==> src/rtl/sprw_issue_ctrl_pkg.sv <==
// Shared SPARROW definitions: pipeline depth and the
// per-stage tag record carried alongside the SIMD pipe.
package sparrow;

   localparam int SPRW_LAT  = 2;
   localparam int SPRW_TAGW = 4;

   typedef struct packed {
      logic                 v;
      logic                 src;
      logic [SPRW_TAGW-1:0] tag;
   } sprw_tag_t;

endpackage

==> src/rtl/sprw_issue_ctrl_if.sv <==
// Request/response handshake bundle between the two
// requesters, the response consumer and the issue controller.
interface sprw_issue_ctrl_if #(
   parameter int TAGW = 4
);
   logic [1:0]           req_valid;
   logic [1:0]           req_ready;
   logic [1:0][31:0]     req_ra;
   logic [1:0][31:0]     req_rb;
   logic [1:0][31:0]     req_instr;
   logic [1:0][TAGW-1:0] req_tag;
   logic                 rsp_valid;
   logic                 rsp_ready;
   logic [31:0]          rsp_data;
   logic                 rsp_src;
   logic [TAGW-1:0]      rsp_tag;

   modport master (
      output req_valid, req_ra, req_rb,
      output req_instr, req_tag, rsp_ready,
      input  req_ready, rsp_valid, rsp_data,
      input  rsp_src, rsp_tag
   );

   modport slave (
      input  req_valid, req_ra, req_rb,
      input  req_instr, req_tag, rsp_ready,
      output req_ready, rsp_valid, rsp_data,
      output rsp_src, rsp_tag
   );
endinterface

==> src/rtl/sprw_issue_ctrl_rr_arb2.sv <==
// Two-input round-robin arbiter; the pointer names the
// requester that wins the next tie.
module sprw_rr_arb2 (
   input  logic       clk,
   input  logic       rst,
   input  logic       en,
   input  logic [1:0] valid,
   output logic [1:0] grant,
   output logic       winner
);
   logic rr_ptr;

   always_comb begin
      winner = 1'b0;
      grant  = 2'b00;
      unique case (1'b1)
         (valid == 2'b11): winner = rr_ptr;
         (valid == 2'b10): winner = 1'b1;
         default:          winner = 1'b0;
      endcase
      if (en && (valid != 2'b00))
         grant = winner ? 2'b10 : 2'b01;
   end

   always_ff @(posedge clk) begin
      if (rst)
         rr_ptr <= 1'b0;
      else if (|grant)
         rr_ptr <= ~winner;
   end
endmodule

==> src/rtl/sprw_issue_ctrl.sv <==
// Issue controller for the SPARROW pipe: arbitrates two
// requesters and tracks each op with a lockstep tag pipe.
module sprw_issue_ctrl
   import sparrow::*;
#(
   parameter int LAT  = SPRW_LAT,
   parameter int TAGW = SPRW_TAGW
) (
   input  logic              clk,
   input  logic              rst,
   sprw_issue_ctrl_if.slave  bus,
   output logic              sprw_rstn,
   output logic              sprw_holdn,
   output logic [31:0]       sprw_ra,
   output logic [31:0]       sprw_rb,
   output logic [31:0]       sprw_instr,
   input  logic [31:0]       sprw_out,
   output logic [2:0]        inflight,
   output logic [31:0]       issue_cnt
);
   sprw_tag_t   pipe_q [LAT];
   sprw_tag_t   stage_in;
   logic [1:0]  grant;
   logic        winner;
   logic [31:0] issue_cnt_q;
   logic [2:0]  n_valid;

   assign sprw_rstn = ~rst;

   // Stall only when a result is waiting unconsumed.
   assign sprw_holdn = rst |
      ~(bus.rsp_valid & ~bus.rsp_ready);

   sprw_rr_arb2 u_arb (
      .clk    (clk),
      .rst    (rst),
      .en     (sprw_holdn & ~rst),
      .valid  (bus.req_valid),
      .grant  (grant),
      .winner (winner)
   );

   assign bus.req_ready = grant;

   always_comb begin
      stage_in   = '0;
      sprw_ra    = '0;
      sprw_rb    = '0;
      sprw_instr = '0;
      if (|grant) begin
         stage_in.v   = 1'b1;
         stage_in.src = winner;
         stage_in.tag =
            SPRW_TAGW'(bus.req_tag[winner]);
         sprw_ra      = bus.req_ra[winner];
         sprw_rb      = bus.req_rb[winner];
         sprw_instr   = bus.req_instr[winner];
      end
   end

   always_ff @(posedge clk) begin
      if (rst) begin
         for (int k = 0; k < LAT; k++)
            pipe_q[k] <= '0;
      end else if (sprw_holdn) begin
         pipe_q[0] <= stage_in;
         for (int k = 1; k < LAT; k++)
            pipe_q[k] <= pipe_q[k-1];
      end
   end

   always_ff @(posedge clk) begin
      if (rst)
         issue_cnt_q <= '0;
      else if (|grant)
         issue_cnt_q <= issue_cnt_q + 32'd1;
   end

   always_comb begin
      n_valid = '0;
      for (int k = 0; k < LAT; k++)
         n_valid = n_valid + {2'b00, pipe_q[k].v};
   end

   assign inflight      = n_valid;
   assign issue_cnt     = issue_cnt_q;
   assign bus.rsp_valid = pipe_q[LAT-1].v;
   assign bus.rsp_src   = pipe_q[LAT-1].src;
   assign bus.rsp_tag   = TAGW'(pipe_q[LAT-1].tag);
   assign bus.rsp_data  = sprw_out;
endmodule

==> src/flat_wrapper.sv <==
// flat-port wrapper written by rule: the top's interface ports become plain ports
module sprw_issue_ctrl_flat import sparrow::*;
#(
   parameter int LAT  = SPRW_LAT,
   parameter int TAGW = SPRW_TAGW
)
  (clk, rst, sprw_rstn, sprw_holdn, sprw_ra, sprw_rb, sprw_instr, sprw_out, inflight, issue_cnt, bus_req_valid, bus_req_ra, bus_req_rb, bus_req_instr, bus_req_tag, bus_rsp_ready, bus_req_ready, bus_rsp_valid, bus_rsp_data, bus_rsp_src, bus_rsp_tag);
  sprw_issue_ctrl_if #(.TAGW(TAGW)) bus_i ();
  input  logic clk;
  input  logic rst;
  output logic sprw_rstn;
  output logic sprw_holdn;
  output logic [31:0] sprw_ra;
  output logic [31:0] sprw_rb;
  output logic [31:0] sprw_instr;
  input  logic [31:0] sprw_out;
  output logic [2:0] inflight;
  output logic [31:0] issue_cnt;
  input wire logic [$bits(bus_i.req_valid)-1:0] bus_req_valid;
  input wire logic [$bits(bus_i.req_ra)-1:0] bus_req_ra;
  input wire logic [$bits(bus_i.req_rb)-1:0] bus_req_rb;
  input wire logic [$bits(bus_i.req_instr)-1:0] bus_req_instr;
  input wire logic [$bits(bus_i.req_tag)-1:0] bus_req_tag;
  input wire logic [$bits(bus_i.rsp_ready)-1:0] bus_rsp_ready;
  output wire logic [$bits(bus_i.req_ready)-1:0] bus_req_ready;
  output wire logic [$bits(bus_i.rsp_valid)-1:0] bus_rsp_valid;
  output wire logic [$bits(bus_i.rsp_data)-1:0] bus_rsp_data;
  output wire logic [$bits(bus_i.rsp_src)-1:0] bus_rsp_src;
  output wire logic [$bits(bus_i.rsp_tag)-1:0] bus_rsp_tag;
  assign bus_i.req_valid = bus_req_valid;
  assign bus_i.req_ra = bus_req_ra;
  assign bus_i.req_rb = bus_req_rb;
  assign bus_i.req_instr = bus_req_instr;
  assign bus_i.req_tag = bus_req_tag;
  assign bus_i.rsp_ready = bus_rsp_ready;
  assign bus_req_ready = bus_i.req_ready;
  assign bus_rsp_valid = bus_i.rsp_valid;
  assign bus_rsp_data = bus_i.rsp_data;
  assign bus_rsp_src = bus_i.rsp_src;
  assign bus_rsp_tag = bus_i.rsp_tag;
  sprw_issue_ctrl #(.LAT(LAT), .TAGW(TAGW)) u_core (.clk(clk), .rst(rst), .bus(bus_i), .sprw_rstn(sprw_rstn), .sprw_holdn(sprw_holdn), .sprw_ra(sprw_ra), .sprw_rb(sprw_rb), .sprw_instr(sprw_instr), .sprw_out(sprw_out), .inflight(inflight), .issue_cnt(issue_cnt));
endmodule
==> config.mk <==
export PLATFORM = sky130hd
export DESIGN_NAME = sprw_issue_ctrl_flat
export DESIGN_NICKNAME = d
export VERILOG_FILES = /design/src/rtl/sprw_issue_ctrl_pkg.sv /design/src/rtl/sprw_issue_ctrl_if.sv /design/src/rtl/sprw_issue_ctrl_rr_arb2.sv /design/src/rtl/sprw_issue_ctrl.sv /design/src/flat_wrapper.sv
export SDC_FILE = /design/constraint.sdc
export NUM_CORES = 1
export LEC_CHECK = 0
export BUFFER_PORTS_ARGS = -buffer_cell sky130_fd_sc_hd__buf_4
export CORE_AREA = 2 2 157 159
export DETAILED_ROUTE_END_ITERATION = 8
export DIE_AREA = 0 0 159 161
export GPL_ROUTABILITY_DRIVEN = 1
export HOLD_SLACK_MARGIN = 0.12
export SLEW_MARGIN = 15
export SYNTH_ARGS = -nofsm -noshare
export SYNTH_HDL_FRONTEND = slang
export SYNTH_SLANG_ARGS = --single-unit
==> constraint.sdc <==
create_clock -name clk -period 3.9 [get_ports clk]
set_clock_uncertainty 0.15 [all_clocks]
set_input_delay 0.78 -clock clk [delete_from_list [all_inputs] [get_ports clk]]
set_output_delay 0.78 -clock clk [all_outputs]
set_load 0.02 [all_outputs]
# --- Yosys cells after proc, flatten, opt, wreduce, memory -nomap -nowiden ---
# Memories as Yosys holds them, arrays and structs flattened.
# Index checks and enable logic that the tools add are counted.
word_totals:
  wordCells: 42
  output_inout_bits: 173
  inputBits: 237
  ram_bits: 12
  n_memories: 1
  reg_bits: 33
classes:
  order_cmp: 1
  bitwise: 9
  n_reduce_logical: 3
  eq_ne: 2
  add_sub_neg: 2
  muxes: 22
mem_list:
  columns: ["name", "words", "width", "rd", "rd_clocked_by_memory_dff", "write_ports", "line_no", "source"]
  rows:
  - ["u_core.pipe_q", 2, 6, 2, 0, 2, "sprw_issue_ctrl.sv:21", "sprw_tag_t pipe_q [LAT];"]
op_table:
  columns: ["op", "count"]
  rows:
  - ["32-bit 2-to-1 mux", 9]
  - ["32-bit by 1-bit adder with 32-bit output (second input constant)", 1]
  - ["6-bit 2-to-1 mux", 3]
  - ["4-bit 2-to-1 mux", 2]
  - ["1-bit 2-to-1 mux", 5]
  - ["2-bit equality test (second input constant)", 2]
  - ["2-bit 2-to-1 mux", 2]
  - ["1-bit inverter", 4]
  - ["1-bit bitwise OR", 3]
  - ["1-bit by 1-bit adder with 2-bit output", 1]
  - ["1-bit AND", 2]
  - ["1-bit by 2-bit < comparator with 1-bit output (second input constant)", 1]
  - ["1-bit case mux with 2 select lines", 1]
  - ["2-bit nonzero test", 1]
  - ["2-bit OR reduction", 1]
  - ["1-bit logical AND", 1]

# --- Longest topological paths before layout ---
# Gate-level depths: netlist of the first run.
logic_depth:
  word_depth: 10
  mapped_depth: 7
  depth_no_buf: 6

# --- Hierarchy ---
# From an unflattened synthesis of the first run, not the netlist that was laid out.
hier_totals:
  hier_cells: 470
  area_unflattened_um2: 3758.6
modules_own_cells:
  columns: ["module", "instances", "area_each_um2", "cells_each", "seq_area_each_um2"]
  rows:
  - ["sprw_issue_ctrl", 1, 3696.0, 462, 1001.0]
  - ["sprw_rr_arb2", 1, 62.6, 8, 20.0]

# --- Least setup slack after synthesis of the first run ---
# OpenSTA, ideal clock, no wires.
synth_path:
  path_type: "input to output"
  startpoint: "input port rst"
  endpoint: "output port sprw_instr[0]"
  n_path_buf: 3
  cell_stages: 6
  arrival_ns: 1.874
  path_slack_ns: 1.096
  t_required_ns: 2.970
  path_cell_list: "buf_2 > nor2_4 > and3_1 > buf_2 > buf_4 > a22o_1"
synth_between:
  elab_chain_len: 6
  elab_cells_between_ends: 7
  cone_classes: "mux: 2; bitwise: 3; reduce/logical: 2"
synth_rtl:
  columns: ["element", "line_no", "source"]
  rows:
  - ["start: declaration", "flat_wrapper.sv:10", "input logic rst;"]
  - ["1-bit bitwise OR or 1-bit inverter (tied branches)", "sprw_issue_ctrl.sv:31, sprw_issue_ctrl.sv:37", null]
  - ["1-bit AND (*)", "sprw_issue_ctrl.sv:37", ".en (sprw_holdn & ~rst),"]
  - ["1-bit logical AND (*)", "sprw_issue_ctrl_rr_arb2.sv:21", "if (en && (valid != 2'b00))"]
  - ["2-bit 2-to-1 mux (*)", "sprw_issue_ctrl_rr_arb2.sv:21", null]
  - ["2-bit OR reduction (*)", "sprw_issue_ctrl.sv:50", "if (|grant) begin"]
  - ["32-bit 2-to-1 mux (*)", "sprw_issue_ctrl.sv:50", null]
  - ["end: declaration", "flat_wrapper.sv:15", "output logic [31:0] sprw_instr;"]
# Every way passes the cells marked *; elsewhere a longest branch is shown, timed or not.

# --- Worst setup path in the final report of the first run ---
layout_path:
  startpoint: "input port bus_rsp_ready"
  endpoint: "output port sprw_instr[7]"
layout_between:
  elab_chain_len: 9
layout_rtl:
  columns: ["element", "line_no", "source"]
  rows:
  - ["start: declaration", "flat_wrapper.sv:24", "input wire logic [$bits(bus_i.rsp_ready)-1:0] bus_rsp_ready;"]
  - ["1-bit inverter", "sprw_issue_ctrl.sv:32", "~(bus.rsp_valid & ~bus.rsp_ready);"]
  - ["1-bit AND", "sprw_issue_ctrl.sv:32", null]
  - ["1-bit inverter", "sprw_issue_ctrl.sv:32", null]
  - ["1-bit bitwise OR", "sprw_issue_ctrl.sv:31", "assign sprw_holdn = rst |"]
  - ["1-bit AND", "sprw_issue_ctrl.sv:37", null]
  - ["1-bit logical AND", "sprw_issue_ctrl_rr_arb2.sv:21", null]
  - ["2-bit 2-to-1 mux", "sprw_issue_ctrl_rr_arb2.sv:21", null]
  - ["2-bit OR reduction", "sprw_issue_ctrl.sv:50", null]
  - ["32-bit 2-to-1 mux", "sprw_issue_ctrl.sv:50", null]
# Every way passes these cells.

==> summary.md, run 1 <==
| Metric | Value |
|---|---|
| Slew HR | between 30% and 40% |
| Syn Area/Cell | 9.20 um^2 |
| Flops & latches, synth | 45 |
| Hold Path Origin | u_core.pipe_q[0][4] |
| Row cnt | between 50 and 60 |
| Initial core utilization | 13.8% |
| Die H | between 150 and 200 um |
| WHS Path Cells | 1 |
| RSZ-0062 raised after global routing | no |
| DPL Wire Length | approximately 23000 um |
| Cts repair resizes | 0 |
| Grt total ovfl | 0 |
| Clk_lat worst skew | ~280 ps |
| Number of vias per cell | 4.21 |
| Crit share post-route | ~86% |
| PD cells | 260 nW/um^2 |
| Vias in the first global route | around 4000 |
| Total CTS buffers | 5 |
| Post-layout util | between 20% and 30% |
| Critical Path End Type | primary output |
| Yosys top cell by area | a22o_1 |
| Internal reg-to-reg setup slack | around 1700 ps |
| NetSw | about 540 uW |
| Final GP Congestion | 0.839 |
| GRT Total Usage | 18.9% |
| Slew Limit Fails | 0 |
| Wire length per cell | 26.1 um |
| Routed Antenna Nets | 0 |
| Count leader, synth | a22o_1 |
| Synth top area cells | a22o_1 27%, dfxtp_1 20%, edfxtp_1 11% |
| Leak pwr | about 3.0 nW |
| Maximum clock path buffer count | 2 |
| Synth Net Count | around 600 |
| Routed wire length | 25500 um |
| Setup violators final | 0 |
| Via Count | just over 4000 |
| CTS Root Cell | clkbuf_16 |
| Fin. Hold Viols | 0 |
| Hold-fix buffers at CTS | 0 |
| Proportion of netlist area held by the largest area contributor | a little over a quarter |
| Reg power frac | 31.9% |
| Crit path kind | in -> out |
| Drt first pass iters | 4 |
| H-Tree Depth | 2 |
| Ratio of cells with drive above 1 in the final layout | approximately 56% |
| TritonCTS clock tree | done |
| Fmax | between 0.2 and 0.3 GHz |
| Logic pwr share | about two fifths |
| Fill cells | 2653 |
| Library cells used by synthesis | 29 |
| Mapped Cells | between 300 and 400 |
| Hold endpoint | u_core.pipe_q[0][10] |
| First-pass GRT wire length | 33400 um |
| Crit path cell chain | buf_4, nor2b_4, nor2_4, and3_4, buf_4, a22o_1, buf_4 |
| Internal power | 1.05 mW |
| R2R depth | 5 |
| Chip Width | between 150 and 200 um |
| Startpoint Class | input port |
| Worst EP required | roughly 3000 ps |
| Worst-path clk slew | roughly 60 ps |
| Synth cell count leaders | 100 x a22o_1, 47 x buf_4, 35 x nor2_1 |
| FF-to-FF Start | u_core.pipe_q[0][11] |
| Register area share after synthesis | a little under a third |
| Arrival time worst endpoint | around 2400 ps |
| Core area | roughly 24000 um^2 |
| Mapped Area | roughly 3300 um^2 |
| Clock sink count | 45 |
| Critical Path Fanout Max | 20 |
| Worst IR Drop VDD | 0.152 mV |
| Area of the multi-input gates | 1830 um^2 |
| Part of the power in the clock network | around a quarter |
| Sequential cell area | roughly 1000 um^2 |
| Largest net degree at the start of global routing | between 50 and 60 |
| Final net count | about 900 |
| Die area | about 26000 um^2 |
| Crit path time final | 3370 ps |
| EDFF count, synth | 12 |
| Primary FF master, synth | dfxtp_1 |
| Worst-margin pin slew | 922 ps |
| Initial antenna violation count | 2 |
| Hold WC Path Type | reg -> reg |
| Synthesis-to-layout area growth | 84.2% |
| # IOs | 410 |
| Worst path max stage delay | 390 ps |
| Reg2Reg Capture Point | u_core.issue_cnt[27] |
| IO buf count | ~340 |
| Residual DRC count | 0 |
| Max Cap Viol | 0 |
| Drt initial violations | between 150 and 200 |
| Yosys synthesis warning count | 0 |
| Fin Setup TNS | 0 ps |
| Async S/R FF share, synth | 0% |
| Most frequent CP cell | buf_4 |
| Setup repair bufs after CTS | 0 |
| Switch share | about a third |
| CP max stage cell | and3_4 |
| Outcome | finished clean |
## metal layers
metal  track usage, %  share of wire [%]  vias up
met3             6.60                 12       19
met2             24.4                 38      270
met5                0              0.043        -
met1             29.2                 48     1942
li1                 -                  -     1893
met4             4.30                1.8        2
## area by class of cell
type,instances,share of cell area (%)
inverters,1,0.0617
well taps,324,6.66
clock buffers,7,2.18
diodes,1,0.0411
repair buffers,355,44.2
flip-flops and latches,45,16.8
multi-input cells,245,30.0
clock inverters,1,0.103
## state kept, by name (all words and copies together), names as in the netlist
| name | flops |
|---|---|
| u_core.u_arb.rr_ptr | 1 |
| u_core.issue_cnt | 32 |
| u_core.pipe_q | 12 |
## layout by cell type, fill, tap and decap left out, types with 2 or more instances in the layout
cell       count
buf_4        353
a22o_1       100
nor2_1        35
dfxtp_1       33
xor2_1        27
nand4_1       17
nand2_1       12
edfxtp_1      12
and2_1        11
nand3_1        9
and3_1         7
and4_1         5
clkbuf_16      5
xnor2_1        4
and3_4         2
nand2b_1       2
nor3_1         2
o211ai_1       2
ha_1           2
clkbuf_1       2
buf_12         2
## worst max-delay path: cells and delay by family
family	cells	cell delay, ps
AO/OA/AOI/OAI	1	360
buffers and inverters	3	660
AND/OR/NAND/NOR	3	630
## kinds of logic after synthesis
group	after synthesis	synth area share [%]
AO/OA/AOI/OAI	102	27.0
XOR/XNOR	31	8.22
adder cells (fa/ha/maj)	2	0.757
buffers and inverters	69	14.2
flip-flops	45	30.9
other	1	0.113
AND/OR/NAND/NOR	109	18.9
## through the flow
step	cell area [um^2]	std cells	total power, mW	hold WS (ps)	setup WS (ps)
floorplan	3300	359	0.822	329	1100
CTS	6080	978	1.61	371	518
detailed placement	5950	970	1.19	359	515
global placement	5950	970	1.19	353	562
global route	6090	979	1.65	398	427
finish	6090	979	1.58	372	527
## power groups by stage
stage          Combinational, mW  Clock, mW  Sequential [mW]
4_1_cts                    0.676      0.430            0.506
2_1_floorplan              0.303          0            0.520
3_5_place_dp               0.675          0            0.516
6_report                   0.666      0.413            0.505
5_1_grt                    0.701      0.445            0.508
3_3_place_gp               0.678          0            0.517
## worst max-delay path by stage
stage	startpoint	endpoint	slack, ps	depth (start not counted)
finish	bus_rsp_ready	sprw_instr[7]	530	7
global route	bus_rsp_ready	sprw_instr[7]	430	7
CTS	bus_rsp_ready	sprw_instr[7]	520	7
detailed placement	bus_rsp_ready	sprw_instr[7]	510	7
global placement	bus_rsp_ready	sprw_instr[7]	560	7
floorplan	rst	sprw_instr[0]	1100	6
(Power assumes the default switching activity.)
==> inputs of run 2 (changes only) <==
- CORE_AREA: 2 2 157 159 -> 2 2 159 161
- DIE_AREA: 0 0 159 161 -> 0 0 161 163
- RECOVER_POWER: default -> 25
- clock period: 3.9 -> 3.6 ns (I/O delays scaled with it)
==> summary.md, run 2 (synthesis gave the netlist of run 1 again) <==
| Metric | Value |
|---|---|
| Outcome | finished clean |
| Residual DRC count | 0 |
| Arrival time worst endpoint | ~2400 ps |
| Largest net degree at the start of global routing | 36 |
| Slew HR | between 40% and 50% |
| Most frequent cells in the layout | 340 x buf_4, 100 x a22o_1, 35 x nor2_1, 33 x dfxtp_1, 27 x xor2_1 |
| Routed wire length | ~23000 um |
| Commonest non-fill, non-tap cell in the layout | buf_4 |
| Die area | approximately 26000 um^2 |
| Initial core utilization | 13.4% |
| Die H | between 150 and 200 um |
| Crit path kind | in -> out |
| Drt first pass iters | 4 |
| Max Cap Viol | 0 |
| Critical Path Fanout Max | 26 |
| Fmax | approximately 0.31 GHz |
| CP Capture Point | sprw_instr[22] |
| Clk_lat worst skew | between 200 and 300 ps |
| Hold slack | between 300 and 400 ps |
| IO buf count | approximately 340 |
| Part of the power in the clock network | 31.8% |
| Design Power | 1.83 mW |
| Switch share | between 30 and 40% |
| Chip Width | 161 um |
| Fin. Hold Viols | 0 |
| Hold WC Path Type | reg -> reg |
| Leak pwr | approximately 3.0 nW |
| Fill cells | 2743 |
| Worst-margin pin slew | about 870 ps |
| Crit path from | bus_rsp_ready |
| # IOs | 410 |
| Setup repair bufs after CTS | 0 |
| Initial antenna violation count | 0 |
| Worst EP required | 2730 ps |
| Via Count | around 4000 |
| CTS Root Cell | clkbuf_16 |
| Grt total ovfl | 0 |
| Internal power | between 1 and 1.5 mW |
| Wire length per cell | 23.5 um |
| H-Tree Depth | 2 |
| Fin Setup TNS | 0 ps |
| PD cells | 301 nW/um^2 |
| Crit path time final | between 3000 and 4000 ps |
| Slew Limit Fails | 0 |
| Setup violators final | 0 |
| Number of vias per cell | a little over 4 |
| Startpoint Class | input port |
| DPL Wire Length | between 20000 and 25000 um |
| Maximum clock path buffer count | 2 |
| Post-layout util | 24.7% |
| Final net count | 897 |
| Area of the multi-input gates | roughly 1800 um^2 |
| RSZ-0062 raised after global routing | no |
| Placed Cells | about 980 |
| Logic pwr share | between 30% and 40% |
| Internal reg-to-reg setup slack | ~1500 ps |
| Worst IR Drop VDD | roughly 0.24 mV |
| Routed Antenna Nets | 0 |
| Non-filler cells, final | roughly 990 |
| Max FFs per register | 32 |
| Reg power frac | between 20 and 30% |
| Cts repair resizes | 0 |
| NetSw | roughly 570 uW |
| Antenna cell count | 0 |
| Drt initial violations | around 160 |
| First-pass GRT wire length | 29900 um |
| Ratio of cells with drive above 1 in the final layout | between 50% and 60% |
| R2R depth | 5 |
| Row cnt | 58 |
| Worst-path clk slew | roughly 60 ps |
| Total CTS buffers | 5 |
| Vias in the first global route | around 3900 |
| Crit share post-route | around nine tenths |
| GRT Total Usage | 16.5% |
| TritonCTS clock tree | done |
| FF-to-FF Start | u_core.pipe_q[0][11] |
| Sequential cell area | a little over 1000 um^2 |
| Final GP Congestion | just under 0.9 |
| Reg2Reg Capture Point | u_core.issue_cnt[27] |
| Hold-fix buffers at CTS | 0 |
| Clock sink count | 45 |
| Core area | about 25000 um^2 |
| Synthesis-to-layout area growth | 84.5% |
| Critical Path End Type | primary output |
==> run 2: changes by cell type in the layout (fill, tap and decap cells not counted) <==
cell       previous run  this run
bufinv_16             0         2
buf_4               353       340
and2_1               11        10
diode_2               1         0
clkinv_2              0         1
inv_4                 1         0
clkbuf_1              2        19
buf_12                2         1
and2_0                0         1
==> run 2: critical path, cell delays in order <==
cell and delay (ps):
clkbuf_1 130, nor2b_4 100, nor2_4 170, and3_4 450, buf_4 330, a22o_1 300, buf_4 190
==> run 2: metrics by stage <==
stage          setup WS, ps  cell area [um^2]
3_3_place_gp            362              5980
6_report                332              6100
4_1_cts                 299              6170
3_5_place_dp            319              5980
5_1_grt                 173              6100
2_1_floorplan           916              3300
==> run 2: worst min-delay path by stage <==
stage                             start                   end  slack, ps  cells after the start
detailed placement  u_core.pipe_q[0][1]   u_core.pipe_q[0][7]        350                      1
global route        u_core.pipe_q[0][1]   u_core.pipe_q[0][7]        380                      1
floorplan           u_core.u_arb.rr_ptr   u_core.u_arb.rr_ptr        330                      2
global placement    u_core.pipe_q[0][4]  u_core.pipe_q[0][10]        350                      1
finish              u_core.pipe_q[0][1]   u_core.pipe_q[0][7]        360                      1
CTS                 u_core.pipe_q[0][1]   u_core.pipe_q[0][7]        370                      1
==> run 2: power by group through the flow <==
stage / Clock [mW] / Combinational (mW) / Sequential, mW
finish: 0.583 / 0.702 / 0.548
CTS: 0.591 / 0.721 / 0.548
floorplan: 0 / 0.328 / 0.563
global route: 0.608 / 0.732 / 0.551
detailed placement: 0 / 0.719 / 0.560
global placement: 0 / 0.719 / 0.560
==> run 2: layout make-up <==
| cell class | count | share of cell area [%] |
|---|---|---|
| well taps | 330 | 6.77 |
| multi-input cells | 245 | 29.9 |
| clock buffers | 5 | 2.05 |
| inverters | 1 | 0.0616 |
| repair buffers | 360 | 43.4 |
| flip-flops and latches | 45 | 16.7 |
| clock inverters | 3 | 1.07 |
==> run 2: layer usage <==
layer	share of wire (%)	wire, um	vias up	GRT usage (%)
met5	0	0	-	0
met4	0.96	222	0	2.72
met3	6.4	1500	9	3.74
met1	35	8170	1886	17.4
li1	-	-	1901	-
met2	57	13300	214	33.4
